<file path="src/rtl/led_sequencer.sv">
// LED pattern sequencer: steps an N-bit pattern (rotate-left/right, bounce, hold)
// at a programmable rate, plus an independent square-wave blink channel.
module led_sequencer #(
  parameter int unsigned       N_LEDS       = 4,
  parameter int unsigned       STEP_DIV     = 12000000,
  parameter int unsigned       BLINK_DIV    = 12500000,
  parameter logic [N_LEDS-1:0] INIT_PATTERN = N_LEDS'(4'b1001)
) (
  input  logic              clk,
  input  logic              rst,
  input  logic [1:0]        mode,
  input  logic              pause,
  input  logic              load_en,
  input  logic [N_LEDS-1:0] load_pattern,
  output logic [N_LEDS-1:0] leds,
  output logic              blink,
  output logic              tick
);

  localparam int unsigned STEP_W  = $clog2(STEP_DIV);
  localparam int unsigned BLINK_W = $clog2(BLINK_DIV);

  localparam logic [STEP_W-1:0]  STEP_LAST  = STEP_W'(STEP_DIV - 1);
  localparam logic [BLINK_W-1:0] BLINK_LAST = BLINK_W'(BLINK_DIV - 1);

  localparam logic [1:0] MODE_ROT_L  = 2'b00;
  localparam logic [1:0] MODE_ROT_R  = 2'b01;
  localparam logic [1:0] MODE_BOUNCE = 2'b10;
  localparam logic [1:0] MODE_HOLD   = 2'b11;

  typedef enum logic {
    DIR_LEFT  = 1'b0,
    DIR_RIGHT = 1'b1
  } dir_e;

  logic [N_LEDS-1:0]  leds_q, leds_d;
  logic               blink_q, blink_d;
  logic               tick_q, tick_d;
  logic [STEP_W-1:0]  step_cnt_q, step_cnt_d;
  logic [BLINK_W-1:0] blink_cnt_q, blink_cnt_d;
  dir_e               dir_q, dir_d;

  logic [N_LEDS-1:0] shl, shr;
  logic              lose;

  assign leds  = leds_q;
  assign blink = blink_q;
  assign tick  = tick_q;

  // Zero-fill shifts used by bounce; bit i moves to i+1 for a left shift.
  assign shl  = {leds_q[N_LEDS-2:0], 1'b0};
  assign shr  = {1'b0, leds_q[N_LEDS-1:1]};
  assign lose = (dir_q == DIR_LEFT) ? leds_q[N_LEDS-1] : leds_q[0];

  always_ff @(posedge clk) begin
    if (rst) begin
      leds_q      <= INIT_PATTERN;
      blink_q     <= 1'b0;
      tick_q      <= 1'b0;
      step_cnt_q  <= '0;
      blink_cnt_q <= '0;
      dir_q       <= DIR_LEFT;
    end else begin
      leds_q      <= leds_d;
      blink_q     <= blink_d;
      tick_q      <= tick_d;
      step_cnt_q  <= step_cnt_d;
      blink_cnt_q <= blink_cnt_d;
      dir_q       <= dir_d;
    end
  end

  // Step counter, load and pattern update; load beats a coincident step.
  always_comb begin
    leds_d     = leds_q;
    dir_d      = dir_q;
    step_cnt_d = step_cnt_q;
    tick_d     = 1'b0;

    if (load_en) begin
      leds_d     = load_pattern;
      step_cnt_d = '0;
      dir_d      = DIR_LEFT;
    end else if (!pause) begin
      if (step_cnt_q == STEP_LAST) begin
        step_cnt_d = '0;
        tick_d     = 1'b1;
        case (mode)
          MODE_ROT_L: leds_d = {leds_q[N_LEDS-2:0], leds_q[N_LEDS-1]};
          MODE_ROT_R: leds_d = {leds_q[0], leds_q[N_LEDS-1:1]};
          MODE_BOUNCE: begin
            if (!lose) begin
              leds_d = (dir_q == DIR_LEFT) ? shl : shr;
            end else if (dir_q == DIR_LEFT) begin
              // Reverse; move only if the opposite end is free.
              dir_d = DIR_RIGHT;
              if (!leds_q[0]) leds_d = shr;
            end else begin
              dir_d = DIR_LEFT;
              if (!leds_q[N_LEDS-1]) leds_d = shl;
            end
          end
          MODE_HOLD: leds_d = leds_q;
          default:   leds_d = leds_q;
        endcase
      end else begin
        step_cnt_d = step_cnt_q + STEP_W'(1);
      end
    end
  end

  // Free-running blink divider.
  always_comb begin
    blink_cnt_d = blink_cnt_q + BLINK_W'(1);
    blink_d     = blink_q;
    if (blink_cnt_q == BLINK_LAST) begin
      blink_cnt_d = '0;
      blink_d     = ~blink_q;
    end
  end

endmodule

</file>
<file path="config.mk">
export PLATFORM = sky130hd
export DESIGN_NAME = led_sequencer
export DESIGN_NICKNAME = d
export VERILOG_FILES = /design/src/rtl/led_sequencer.sv
export SDC_FILE = /design/constraint.sdc
export NUM_CORES = 1
export LEC_CHECK = 0
export ABC_CLOCK_PERIOD_IN_PS = 4280
export BUFFER_PORTS_ARGS = -buffer_cell sky130_fd_sc_hd__buf_2
export CAP_MARGIN = 10
export CORE_ASPECT_RATIO = 0.5
export CORE_UTILIZATION = 25
export CTS_CLUSTER_SIZE = 12
export DETAILED_ROUTE_END_ITERATION = 10
export SYNTH_ARGS = -nofsm -noshare
export SYNTH_HDL_FRONTEND = slang
export SYNTH_SLANG_ARGS = --single-unit
</file>
<file path="constraint.sdc">
create_clock -name clk -period 4.28 [get_ports clk]
set_input_delay 0.214 -clock clk [delete_from_list [all_inputs] [get_ports clk]]
set_output_delay 0.214 -clock clk [all_outputs]
set_load 0.05 [all_outputs]
</file>
* Word level (Yosys, flattened, before mapping) *
Index checks and enable logic that the tools add are counted.

word-level totals
  bits in registers = 55

operators by class
  bitwise operators = 2
  muxes and demuxes = 13
  add/sub/neg operators = 2
  reduce and logical (&&, ||, !) cells = 9
  eq/ne operators = 9

operators by type and width
  operator                 number
  $add A24 B1 Y24 const B  2
  $eq A24 B24 Y1 const B   2
  $mux W4                  8
  $mux W24                 1
  $pmux W4 S3              1
  $reduce_and A4 Y1        3
  $ne A5 B5 Y1 const B     2
  $reduce_and A5 Y1        1
  $eq A2 B2 Y1 const B     2
  $reduce_or A2 Y1         2
  $mux W1                  3
  $reduce_or A3 Y1         1
  $eq A2 B1 Y1 const B     1
  $logic_not A2 Y1         1
  $ne A2 B1 Y1 const B     1
  $ne A2 B2 Y1 const B     1
  $not A1 Y1               2
  $reduce_bool A2 Y1       1

* Logic depth before layout (Yosys ltp) *
Gate-level depths: netlist of the first run.

  word-level depth = 7
  gate-level depth with buffers = 7
  mapped depth without buffers = 7

* Least setup slack after synthesis of the first run *
Ideal clock, no wire load.

  path type = register to register
  start = register leds_q[0], in the netlist leds[0]
  end = register leds_q[1], in the netlist leds[1]
  cell stages (with the launch flop) = 7
  setup time = 0.072 ns
  clock period less this slack = 1.666 ns
  slack = 2.614 ns
  buffers on the path = 1
  required time = 4.208 ns
  arrival = 1.594 ns
  cells stage by stage = dfxtp_1 -> clkbuf_1 -> nand2b_1 -> a21oi_1 -> o311ai_0 -> a311o_1 -> o21ai_1

between the ends
  longest elaborated chain between the ends = 7
  elaborated cells between the ends (all ways) = 12
  those cells by class = 2 x eq/ne; 9 x mux; 1 x reduce/logical

ends and longest elaborated chain
  element                 line  source
  start, declared         36    logic [N_LEDS-1:0] leds_q, leds_d;
  start signal, assigned  64    leds_q <= leds_d;
  $mux W4                 100   if (!leds_q[N_LEDS-1]) leds_d = shl;
  $mux W4                 94    end else if (dir_q == DIR_LEFT) begin
  $mux W4                 92    if (!lose) begin
  $pmux W4 S3             88    case (mode)
  $mux W4                 85    if (step_cnt_q == STEP_LAST) begin
  $mux W4                 84    end else if (!pause) begin
  $mux W4                 80    if (load_en) begin

Parallel ways exist; a longest one is shown, timed or not. The select of a mux whose other input is x is not followed.
A chain may end at the register's enable or synchronous reset.

* Worst setup path after layout of the first run *
  start = register blink_cnt_q[0]
  end = register blink_cnt_q[9]

between the ends
  longest elaborated chain between the ends = 2
  elaborated cells between the ends (all ways) = 3
  those cells by class = 1 x add/sub; 1 x eq/ne; 1 x reduce/logical

ends and longest elaborated chain
  element                                                                  line  source
  start, declared                                                          40    logic [BLINK_W-1:0] blink_cnt_q, blink_cnt_d;
  start signal, assigned                                                   68    blink_cnt_q <= blink_cnt_d;
  parallel branches: the longest is 2 deep, another holds $add A24 B1 Y24  n/a

Parallel ways; which one is timed is not known.

==> summary.md, run 1 <==
| Metric | Value |
|---|---|
| Met1 Use GR | 12.83% |
| Vias | 2178 |
| Final worst slack | 2.124 ns |
| Syn_area_per_cell | 8.692 um^2 |
| Seq/Total Area, Yosys | 39.59% |
| Filler instances | 1090 |
| Post-synthesis compound-gate area fraction | 8.007% |
| Die ar. | 11580 um^2 |
| Crit path largest cell delay | 0.66 ns |
| Largest family of logic cells by synthesized area | simple AND/OR/NAND/NOR gates |
| Final Hold Viols | 0 |
| Setup crit start kind | register |
| Top_reg_cell synth | dfxtp_1 |
| Final Skew | 0.005534 ns |
| Clock network power share | 42.6% |
| Status | finished, final reports clean |
| I/O Buffers | 15 |
| I/O pins | 16 |
| Syn Inst Count | 320 |
| Fin crit share | 50.36% |
| Min cycle time layout | 2.156 ns |
| Post-synthesis cell area | 2781 um^2 |
| Slowest CP cell | nand2b_1 |
| Final Setup Violations | 0 |
| Area growth syn-to-layout | 11.92% |
| Vias in the first global route | 2047 |
| Die width | 151.2 um |
| Clock-pin slew on the worst setup and hold paths | 0.07 ns |
| Setup crit end kind | register |
| Clk_lat worst skew | 0.30 ns |
| Pre-CTS worst setup slack | 2.126 ns |
| Critical path required time | 4.43 ns |
| Share of cells above drive strength 1 | 10.61% |
| GRT Total Usage | 9.882% |
| Sequential power share | 51.7% |
| Yosys top cell area share | 39.59% |
| Max Root-Sink Buffers | 2 |
| Post-synth ARST share | 0% |
| Clock root buffer | clkbuf_16 |
| Crit-path cells | ha_1 > nand4_1 > or3_1 > nand2b_1 > nor2_1 |
| Mux cell area share after synthesis | 0% |
| CTS tree | built |
| Fin. max-slew vios | 0 |
| Largest net degree at the start of global routing | 25 |
| GR Util met2 | 15.41% |
| Post_cts resized | 0 |
| Met3 Use GR | 2.695% |
| Cts hold-fix bufs | 0 |
| # Post-CTS Setup Buffers | 0 |
| 1st-iter DRT viols | 140 |
| Top post-synthesis cells by area | dfxtp_1 (40%), xor2_1 (10%), nor2_1 (7.4%) |
| Combinational share of power | 5.7% |
| Post-route setup TNS | 0 ns |
| Mapped Nets | 335 |
| TritonCTS buffer count | 5 |
| ANT cells | 0 |
| Sw Pwr | 229.0 uW |
| Yosys cell types | 54 |
| CP top delay family | simple AND/OR/NAND/NOR gates |
| RSZ-0062 raised after global routing | no |
| First-pass GRT wire length | 9218 um |
| CP Class | reg -> reg |
| Highest clock rate | 463.9 MHz |
| Wire per inst | 11.06 um |
| # DRC | 0 |
| Routed WL | 5199 um |
| Leakage | 1.102 nW |
| Rows | 26 |
| VDD IR max | 0.1185 mV |
| Synth Area in XOR/XNOR | 13.54% |
| Clk sink count | 55 |
| Most frequent cells in the layout | nor2_1 (55), dfxtp_1 (55), xor2_1 (32) |
| Sw frac | 22.53% |
| Internal power | 787.2 uW |
| # nets final | 344 |
| Die Ht | 76.59 um |
| Top Usage Layer GRT | met2 |
| Worst hold path class | in -> reg |
| Overflow after GRT | 0 |
| Via density | 4.634 |
| Cell Pwr Density | 326.5 nW/um^2 |
| CP bufs+invs | 0 |
| First-pass iteration count of the detailed router | 4 |
| Post-Synth Simple-Gate Area | 32.57% |
| Area leader, netlist | dfxtp_1 |
| H-tree levels | 2 |
| Number of synthesized flops with an enable pin | 0 |
| Initial Utilization | 26.47% |
| Synth warnings | 0 |
| RD Place Congestion | 0.7790 |
| Slew @ Worst Pin | 0.9032 ns |
| CP arrival | 2.30 ns |
| Post-Synth Adder-Cell Area | 2.249% |
| Antenna violations before repair | 0 |
| Seq cells post-synth | 55 |
| Post-DRT Antenna Nets | 0 |
| Max cap viols | 0 |
| Core area | 10510 um^2 |
| Total power draw | 1.016 mW |
| Detailed placement HPWL | 3657 um |
| CP max FO | 24 |
| Rel. slew slack | 39.79% |
==> metal layers <==
layer  up-vias  wire length (um)
li1       1125                 -
met1      1016              2628
met2        30              2277
met3         7               205
met4         0                87
met5         -                 0
==> cells by family after synthesis <==
| group | after synthesis |
|---|---|
| and+or+nand+nor | 164 |
| AOI/OAI and AO/OA | 31 |
| adders and majority gates | 5 |
| DFF | 55 |
| xor gates and xnor gates | 43 |
| buffers and inverters | 22 |
==> layout make-up <==
| class | instances | area (um^2) | area share (%) |
|---|---|---|---|
| timing repair buffer | 15 | 75.07 | 2.412 |
| clock inverter | 1 | 7.507 | 0.2412 |
| multi-input combinational | 243 | 1568 | 50.36 |
| clock buffer | 7 | 152.6 | 4.904 |
| tap | 140 | 175.2 | 5.627 |
| sequential | 55 | 1101 | 35.37 |
| inverter | 9 | 33.78 | 1.085 |
==> path summary, 6_finish.rpt <==
| check | slack (ns) | end | depth (start not counted) | from |
|---|---|---|---|---|
| hold / removal | 0.17 | leds[3] | 3 | load_pattern[3] |
| setup / recovery | 2.12 | blink_cnt_q[9] | 5 | blink_cnt_q[0] |
| setup reg to reg | 2.12 | blink_cnt_q[9] | 5 | blink_cnt_q[0] |
| hold reg to reg | 0.47 | blink_cnt_q[0] | 1 | blink_cnt_q[0] |
==> worst register-to-register path, cell delays in order (launching register included) <==
cell	delay, ns
dfxtp_1	0.37
ha_1	0.26
nand4_1	0.17
or3_1	0.42
nand2b_1	0.66
nor2_1	0.12
==> registers in the layout, summed over array words and instances, names as in the netlist <==
register	count
blink	1
blink_cnt_q	24
dir_q	1
leds	4
step_cnt_q	24
tick	1
==> per-stage QoR <==
stage,utilization [%],hold WS [ns],cell area (um^2),cells
2_1_floorplan,-,0.3517,2781,320
3_3_place_gp,28.10,0.4483,2953,462
3_5_place_dp,28.10,0.4527,2953,462
4_1_cts,29.63,0.1670,3113,470
5_1_grt,29.63,0.1706,3113,470
6_report,29.63,0.1694,3113,470
==> Yosys cell counts, types with 2 or more instances <==
| cell type | instances |
|---|---|
| or3_1 | 3 |
| nor2b_1 | 6 |
| a41oi_1 | 2 |
| xnor2_1 | 11 |
| nand4b_1 | 2 |
| ha_1 | 5 |
| nor2_1 | 55 |
| nor4_1 | 5 |
| clkbuf_1 | 3 |
| and3_1 | 7 |
| dfxtp_1 | 55 |
| o21ai_0 | 4 |
| nand3_1 | 24 |
| buf_4 | 2 |
| nand3b_1 | 4 |
| a221oi_1 | 2 |
| xor2_1 | 32 |
| nand4_1 | 12 |
| a21oi_1 | 7 |
| and2_1 | 2 |
| buf_6 | 2 |
| and4_1 | 4 |
| o211ai_1 | 4 |
| inv_1 | 9 |
| buf_2 | 6 |
| nand2b_1 | 6 |
| nand2_1 | 18 |
| and4b_1 | 2 |
==> power by group through the flow <==
| stage | clock network (mW) | logic [mW] | registers, mW |
|---|---|---|---|
| floorplan | 0 | 0.0407 | 0.542 |
| global placement | 0 | 0.0577 | 0.537 |
| detailed placement | 0 | 0.0582 | 0.537 |
| CTS | 0.453 | 0.0584 | 0.525 |
| global route | 0.476 | 0.0640 | 0.526 |
| finish | 0.433 | 0.0581 | 0.525 |
No activity file was read; power rests on OpenSTA's default activity.
==> run 2: changes to the inputs <==
--- a/config.mk
+++ b/config.mk
@@ -5,7 +5,7 @@
 export SDC_FILE = /design/constraint.sdc
 export NUM_CORES = 1
 export LEC_CHECK = 0
-export ABC_CLOCK_PERIOD_IN_PS = 4280
+export ABC_CLOCK_PERIOD_IN_PS = 2020
 export BUFFER_PORTS_ARGS = -buffer_cell sky130_fd_sc_hd__buf_2
 export CAP_MARGIN = 10
 export CORE_ASPECT_RATIO = 0.5
==> constraint.sdc (replaced) <==
create_clock -name clk -period 2.02 [get_ports clk]
set_input_delay 0.101 -clock clk [delete_from_list [all_inputs] [get_ports clk]]
set_output_delay 0.101 -clock clk [all_outputs]
set_load 0.05 [all_outputs]
==> run 2 against run 1 <==
- core utilization is 0.38 points higher
- critical endpoint is now leds[2]
- first-iteration DRC count shrank 0.71%
- sequential share of layout area is 0.45 points lower
- worst hold slack worse by 0.085 ns
==> summary.md, run 2 (synthesis results as in run 1) <==
| Metric | Value |
|---|---|
| Routed WL | 5379 um (was 5199 um) |
| Hold_ws | 0.08392 ns (was 0.1694 ns) |
| Clock network power share | 41.7% (was 42.6%) |
| Die ar. | 11580 um^2 (unchanged) |
| Rows | 26 (unchanged) |
| Setup crit end kind | register (unchanged) |
| Internal power | 1.610 mW (was 787.2 uW) |
| 1st-iter DRT viols | 139 (was 140) |
| Rel. slew slack | 62.64% (was 39.79%) |
| RSZ-0062 raised after global routing | no (unchanged) |
| CTS tree | built (unchanged) |
| Filler instances | 1123 (was 1090) |
| Vias in the first global route | 2053 (was 2047) |
| Most frequent cells in the layout | nor2_1 (55), dfxtp_1 (55), xor2_1 (32) (unchanged) |
| Setup crit start kind | register (unchanged) |
| Final Setup Violations | 0 (unchanged) |
| Overflow after GRT | 0 (unchanged) |
| Initial Utilization | 26.47% (unchanged) |
| H-tree levels | 2 (unchanged) |
| Detailed placement HPWL | 3732 um (was 3657 um) |
| # nets final | 349 (was 344) |
| Post-route setup TNS | 0 ns (unchanged) |
| CP max FO | 6 (was 24) |
| Max cap viols | 0 (unchanged) |
| Sw Pwr | 518.9 uW (was 229.0 uW) |
| Cts hold-fix bufs | 0 (unchanged) |
| Final Skew | 0.008640 ns (was 0.005534 ns) |
| Sw frac | 24.37% (was 22.53%) |
| Via density | 4.600 (was 4.634) |
| # Post-CTS Setup Buffers | 0 (unchanged) |
| Post-DRT Antenna Nets | 0 (unchanged) |
| I/O pins | 16 (unchanged) |
| Wire per inst | 11.32 um (was 11.06 um) |
| CP arrival | 1.95 ns (was 2.30 ns) |
| Antenna violations before repair | 0 (unchanged) |
| Clk_lat worst skew | 0.30 ns (about the same) |
| Highest clock rate | 574.5 MHz (was 463.9 MHz) |
| Vias | 2185 (was 2178) |
| VDD IR max | 0.2452 mV (was 0.1185 mV) |
| First-pass GRT wire length | 9528 um (was 9218 um) |
| # DRC | 0 (unchanged) |
| Fin crit share | 86.17% (was 50.36%) |
| Core area | 10510 um^2 (unchanged) |
| Status | finished, final reports clean (unchanged) |
| Final Hold Viols | 0 (unchanged) |
| I/O Buffers | 15 (unchanged) |
| GRT Total Usage | 10.22% (was 9.882%) |
| Die Ht | 76.59 um (unchanged) |
| Area growth syn-to-layout | 13.36% (was 11.92%) |
| ANT cells | 0 (unchanged) |
| Slew @ Worst Pin | 0.5573 ns (was 0.9032 ns) |
| Max Root-Sink Buffers | 2 (unchanged) |
| First-pass iteration count of the detailed router | 5 (was 4) |
| Post_cts resized | 0 (unchanged) |
| Combinational share of power | 6.0% (was 5.7%) |
| Share of cells above drive strength 1 | 11.94% (was 10.61%) |
| Clock-pin slew on the worst setup and hold paths | 0.07 ns (about the same) |
| Worst hold path class | in -> reg (unchanged) |
| Leakage | 1.126 nW (was 1.102 nW) |
| Clk sink count | 55 (unchanged) |
| Die width | 151.2 um (unchanged) |
| TritonCTS buffer count | 5 (unchanged) |
| Sequential power share | 52.3% (was 51.7%) |
| Critical path required time | 2.23 ns (was 4.43 ns) |
| Clock root buffer | clkbuf_16 (unchanged) |
| Fin. max-slew vios | 0 (unchanged) |
| RD Place Congestion | 0.7534 (was 0.7790) |
| Largest net degree at the start of global routing | 25 (unchanged) |
| Flop-to-flop setup slack | 0.28 ns (was 2.12 ns) |
| Min cycle time layout | 1.741 ns (was 2.156 ns) |
| Cell Pwr Density | 675.1 nW/um^2 (was 326.5 nW/um^2) |
| CP Class | reg -> reg (unchanged) |
-- run 2: layout make-up --
type                       instances  area [um^2]  area share [%]
timing repair buffer              20        125.1           3.968
inverter                           9        33.78           1.071
tap                              140        175.2           5.556
sequential                        55         1101           34.92
multi-input combinational        243         1568           49.72
clock buffer                       5        125.1           3.968
clock inverter                     3        25.02          0.7937
-- run 2: path summary, 6_finish.rpt --
path,startpoint,endpoint,depth (start not counted)
setup / recovery,step_cnt_q[0],leds[2],6
setup reg to reg,step_cnt_q[0],leds[2],6
hold reg to reg,blink_cnt_q[0],blink_cnt_q[0],1
hold / removal,load_pattern[3],leds[3],3
-- run 2: critical path: stages (launching register included) --
cell      delay, ns
dfxtp_1        0.34
ha_1           0.22
and3b_2        0.27
and4b_1        0.18
a41oi_1        0.41
nand3b_1       0.16
o41ai_2        0.07
-- run 2: metal layers --
layer  global-route usage, %  up-vias  part of all wire [%]
met5                       0        -                     0
met4                   3.900        0                   1.6
met3                   2.515        8                   2.4
met2                   15.83       18                    45
met1                   13.56     1020                    51
li1                        -     1139                     -
-- run 2: power by group through the flow --
stage	Combinational, mW	Sequential (mW)	Clock [mW]
global route	0.144	1.11	0.958
floorplan	0.0863	1.15	0
CTS	0.130	1.11	0.917
global placement	0.130	1.14	0
detailed placement	0.129	1.14	0
finish	0.129	1.11	0.887
-- run 2: metrics by stage --
step	util [%]	setup WS [ns]	cell area, um^2	total power, mW	instances
global route	30.01	0.08345	3153	2.216	475
detailed placement	28.58	0.3146	3003	1.267	467
floorplan	-	0.3538	2781	1.234	320
finish	30.01	0.2794	3153	2.129	475
global placement	28.58	0.3091	3003	1.267	467
CTS	30.01	0.2842	3153	2.159	475
==> run 3: changes to the inputs <==
==> constraint.sdc (replaced) <==
create_clock -name clk -period 2.02 [get_ports clk]
set_input_delay 0.202 -clock clk [delete_from_list [all_inputs] [get_ports clk]]
set_output_delay 0.202 -clock clk [all_outputs]
set_load 0.05 [all_outputs]
==> run 3 against run 2 <==
- register-to-register slack is essentially flat
- wire length shrank 1.0%
- critical endpoint is now dir_q
- final cell count is the same
==> summary.md, run 3 (synthesis results as in run 1) <==
| Metric | Value |
|---|---|
| Status | finished, final reports clean (unchanged) |
| Fin. max-slew vios | 0 (unchanged) |
| 1st-iter DRT viols | 117 (was 139) |
| Register Area | 1101 um^2 (unchanged) |
| Cell Pwr Density | 694.7 nW/um^2 (was 675.1 nW/um^2) |
| Min cycle time layout | 1.746 ns (was 1.741 ns) |
| Post-route setup TNS | 0 ns (unchanged) |
| Cts hold-fix bufs | 0 (unchanged) |
| Flop-to-flop setup slack | 0.27 ns (was 0.28 ns) |
| Utilization after layout | 30.16% (was 30.01%) |
| CP Class | reg -> reg (unchanged) |
| Rel. slew slack | 70.53% (was 62.64%) |
| TritonCTS buffer count | 5 (unchanged) |
| Filler instances | 1110 (was 1123) |
| Final Skew | 0.006736 ns (was 0.008640 ns) |
| Leakage | 1.139 nW (was 1.126 nW) |
| Die ar. | 11580 um^2 (unchanged) |
| First-pass GRT wire length | 9625 um (was 9528 um) |
| First-pass iteration count of the detailed router | 4 (was 5) |
| Final Hold Viols | 0 (unchanged) |
| Crit path largest cell delay | 0.45 ns (was 0.41 ns) |
| I/O pins | 16 (unchanged) |
| # DRC | 0 (unchanged) |
| Worst r2r path cells | 5 (was 6) |
| CP top delay family | simple AND/OR/NAND/NOR gates (unchanged) |
| Vias | 2187 (was 2185) |
| Initial Utilization | 26.47% (unchanged) |
| Overflow after GRT | 0 (unchanged) |
| Clock root buffer | clkbuf_16 (unchanged) |
| Via density | 4.604 (was 4.600) |
| RD Place Congestion | 0.7501 (was 0.7534) |
| H-tree levels | 2 (unchanged) |
| Cells after DPL | 468 (was 467) |
| Crit path capture | dir_q (was leds[2]) |
| Multi-input logic area | 1568 um^2 (unchanged) |
| I/O Buffers | 15 (unchanged) |
| Post-Layout Cell Count | 475 (unchanged) |
| Vias in the first global route | 2174 (was 2053) |
| Highest clock rate | 572.8 MHz (was 574.5 MHz) |
| Max Root-Sink Buffers | 2 (unchanged) |
| CP bufs+invs | 0 (unchanged) |
| Slowest CP cell | dfxtp_1 (was a41oi_1) |
| R2r startpoint | step_cnt_q[3] (was step_cnt_q[0]) |
| Detailed placement HPWL | 3799 um (was 3732 um) |
| RSZ-0062 raised after global routing | no (unchanged) |
| Crit. Startpoint | step_cnt_q[3] (was step_cnt_q[0]) |
| Share of cells above drive strength 1 | 11.64% (was 11.94%) |
| Max cap viols | 0 (unchanged) |
| Routed WL | 5325 um (was 5379 um) |
| Core area | 10510 um^2 (unchanged) |
| # nets final | 350 (was 349) |
| Setup crit start kind | register (unchanged) |
| Die width | 151.2 um (unchanged) |
| GRT Total Usage | 10.30% (was 10.22%) |
| Post_cts resized | 0 (unchanged) |
| Final Setup Violations | 0 (unchanged) |
| Total power draw | 2.202 mW (was 2.129 mW) |
| Antenna violations before repair | 0 (unchanged) |
| Largest net degree at the start of global routing | 25 (unchanged) |
| Most frequent cells in the layout | nor2_1 (55), dfxtp_1 (55), xor2_1 (32) (unchanged) |
| Crit-path cells | nand4_4 > nor4_4 > nand4_2 > or3_1 > a21oi_1 (was ha_1 > and3b_2 > and4b_1 > a41oi_1 > nand3b_1 > o41ai_2) |
| Fin crit share | 86.43% (was 86.17%) |
| CP arrival | 1.97 ns (was 1.95 ns) |
| CP max FO | 5 (was 6) |
| # Post-CTS Setup Buffers | 0 (unchanged) |
| Clk sink count | 55 (unchanged) |
| Rows | 26 (unchanged) |
| CTS tree | built (unchanged) |
| Post-DRT Antenna Nets | 0 (unchanged) |
| R2R Path End | dir_q (was leds[2]) |
| Worst hold path class | in -> reg (unchanged) |
| Die Ht | 76.59 um (unchanged) |
| Crit path depth | 5 (was 6) |
| Setup crit end kind | register (unchanged) |
| Slew @ Worst Pin | 0.4363 ns (was 0.5573 ns) |
| Clk_lat worst skew | 0.30 ns (about the same) |
| VDD IR max | 0.2450 mV (was 0.2452 mV) |
| Critical path required time | 2.24 ns (was 2.23 ns) |
| ANT cells | 0 (unchanged) |
| Wire per inst | 11.21 um (was 11.32 um) |
| Clock-pin slew on the worst setup and hold paths | 0.06 ns (was 0.07 ns) |
| Area growth syn-to-layout | 13.95% (was 13.36%) |
## run 3: final cells by class
| type | count | share of cell area [%] |
|---|---|---|
| multi-input combinational | 243 | 49.47 |
| sequential | 55 | 34.74 |
| tap | 140 | 5.527 |
| timing repair buffer | 21 | 4.185 |
| clock buffer | 6 | 4.066 |
| inverter | 9 | 1.066 |
| clock inverter | 1 | 0.9475 |
## run 3: where the power goes
part	switching, mW	internal, mW	leakage (nW)
clock network	0.381	0.579	0.0769
logic	0.0785	0.0499	0.617
registers	0.0173	1.10	0.444
total	0.477	1.72	1.14
## run 3: layer usage
| layer | wire length [um] | GRT usage (%) | part of all wire [%] | vias to the layer above |
|---|---|---|---|---|
| met5 | 0 | 0 | 0 | - |
| met4 | 103 | 4.500 | 1.9 | 0 |
| met3 | 110 | 2.515 | 2.1 | 8 |
| met2 | 2377 | 16.42 | 45 | 10 |
| met1 | 2734 | 13.10 | 51 | 1031 |
| li1 | - | - | - | 1138 |
## run 3: how the worst min path moves through the flow
| stage | endpoint | cells after the start | startpoint |
|---|---|---|---|
| 6_report | leds[3] | 3 | load_pattern[3] |
| 3_5_place_dp | blink_cnt_q[0] | 1 | blink_cnt_q[0] |
| 2_1_floorplan | step_cnt_q[1] | 2 | pause |
| 5_1_grt | leds[3] | 3 | load_pattern[3] |
| 4_1_cts | leds[3] | 3 | load_pattern[3] |
| 3_3_place_gp | blink_cnt_q[0] | 1 | blink_cnt_q[0] |
## run 3: through the flow
step	worst slack (ns)	instance area [um^2]	hold slack, ns
2_1_floorplan	0.3538	2781	0.3397
3_3_place_gp	0.3089	3010	0.4357
3_5_place_dp	0.3020	3010	0.4463
4_1_cts	0.2648	3169	0.1759
5_1_grt	0.1081	3169	0.1854
6_report	0.2741	3169	0.1811
## run 3: worst register-to-register path, stage by stage (launching register included)
cell and delay [ns]:
dfxtp_1 0.45, nand4_4 0.17, nor4_4 0.38, nand4_2 0.16, or3_1 0.37, a21oi_1 0.15
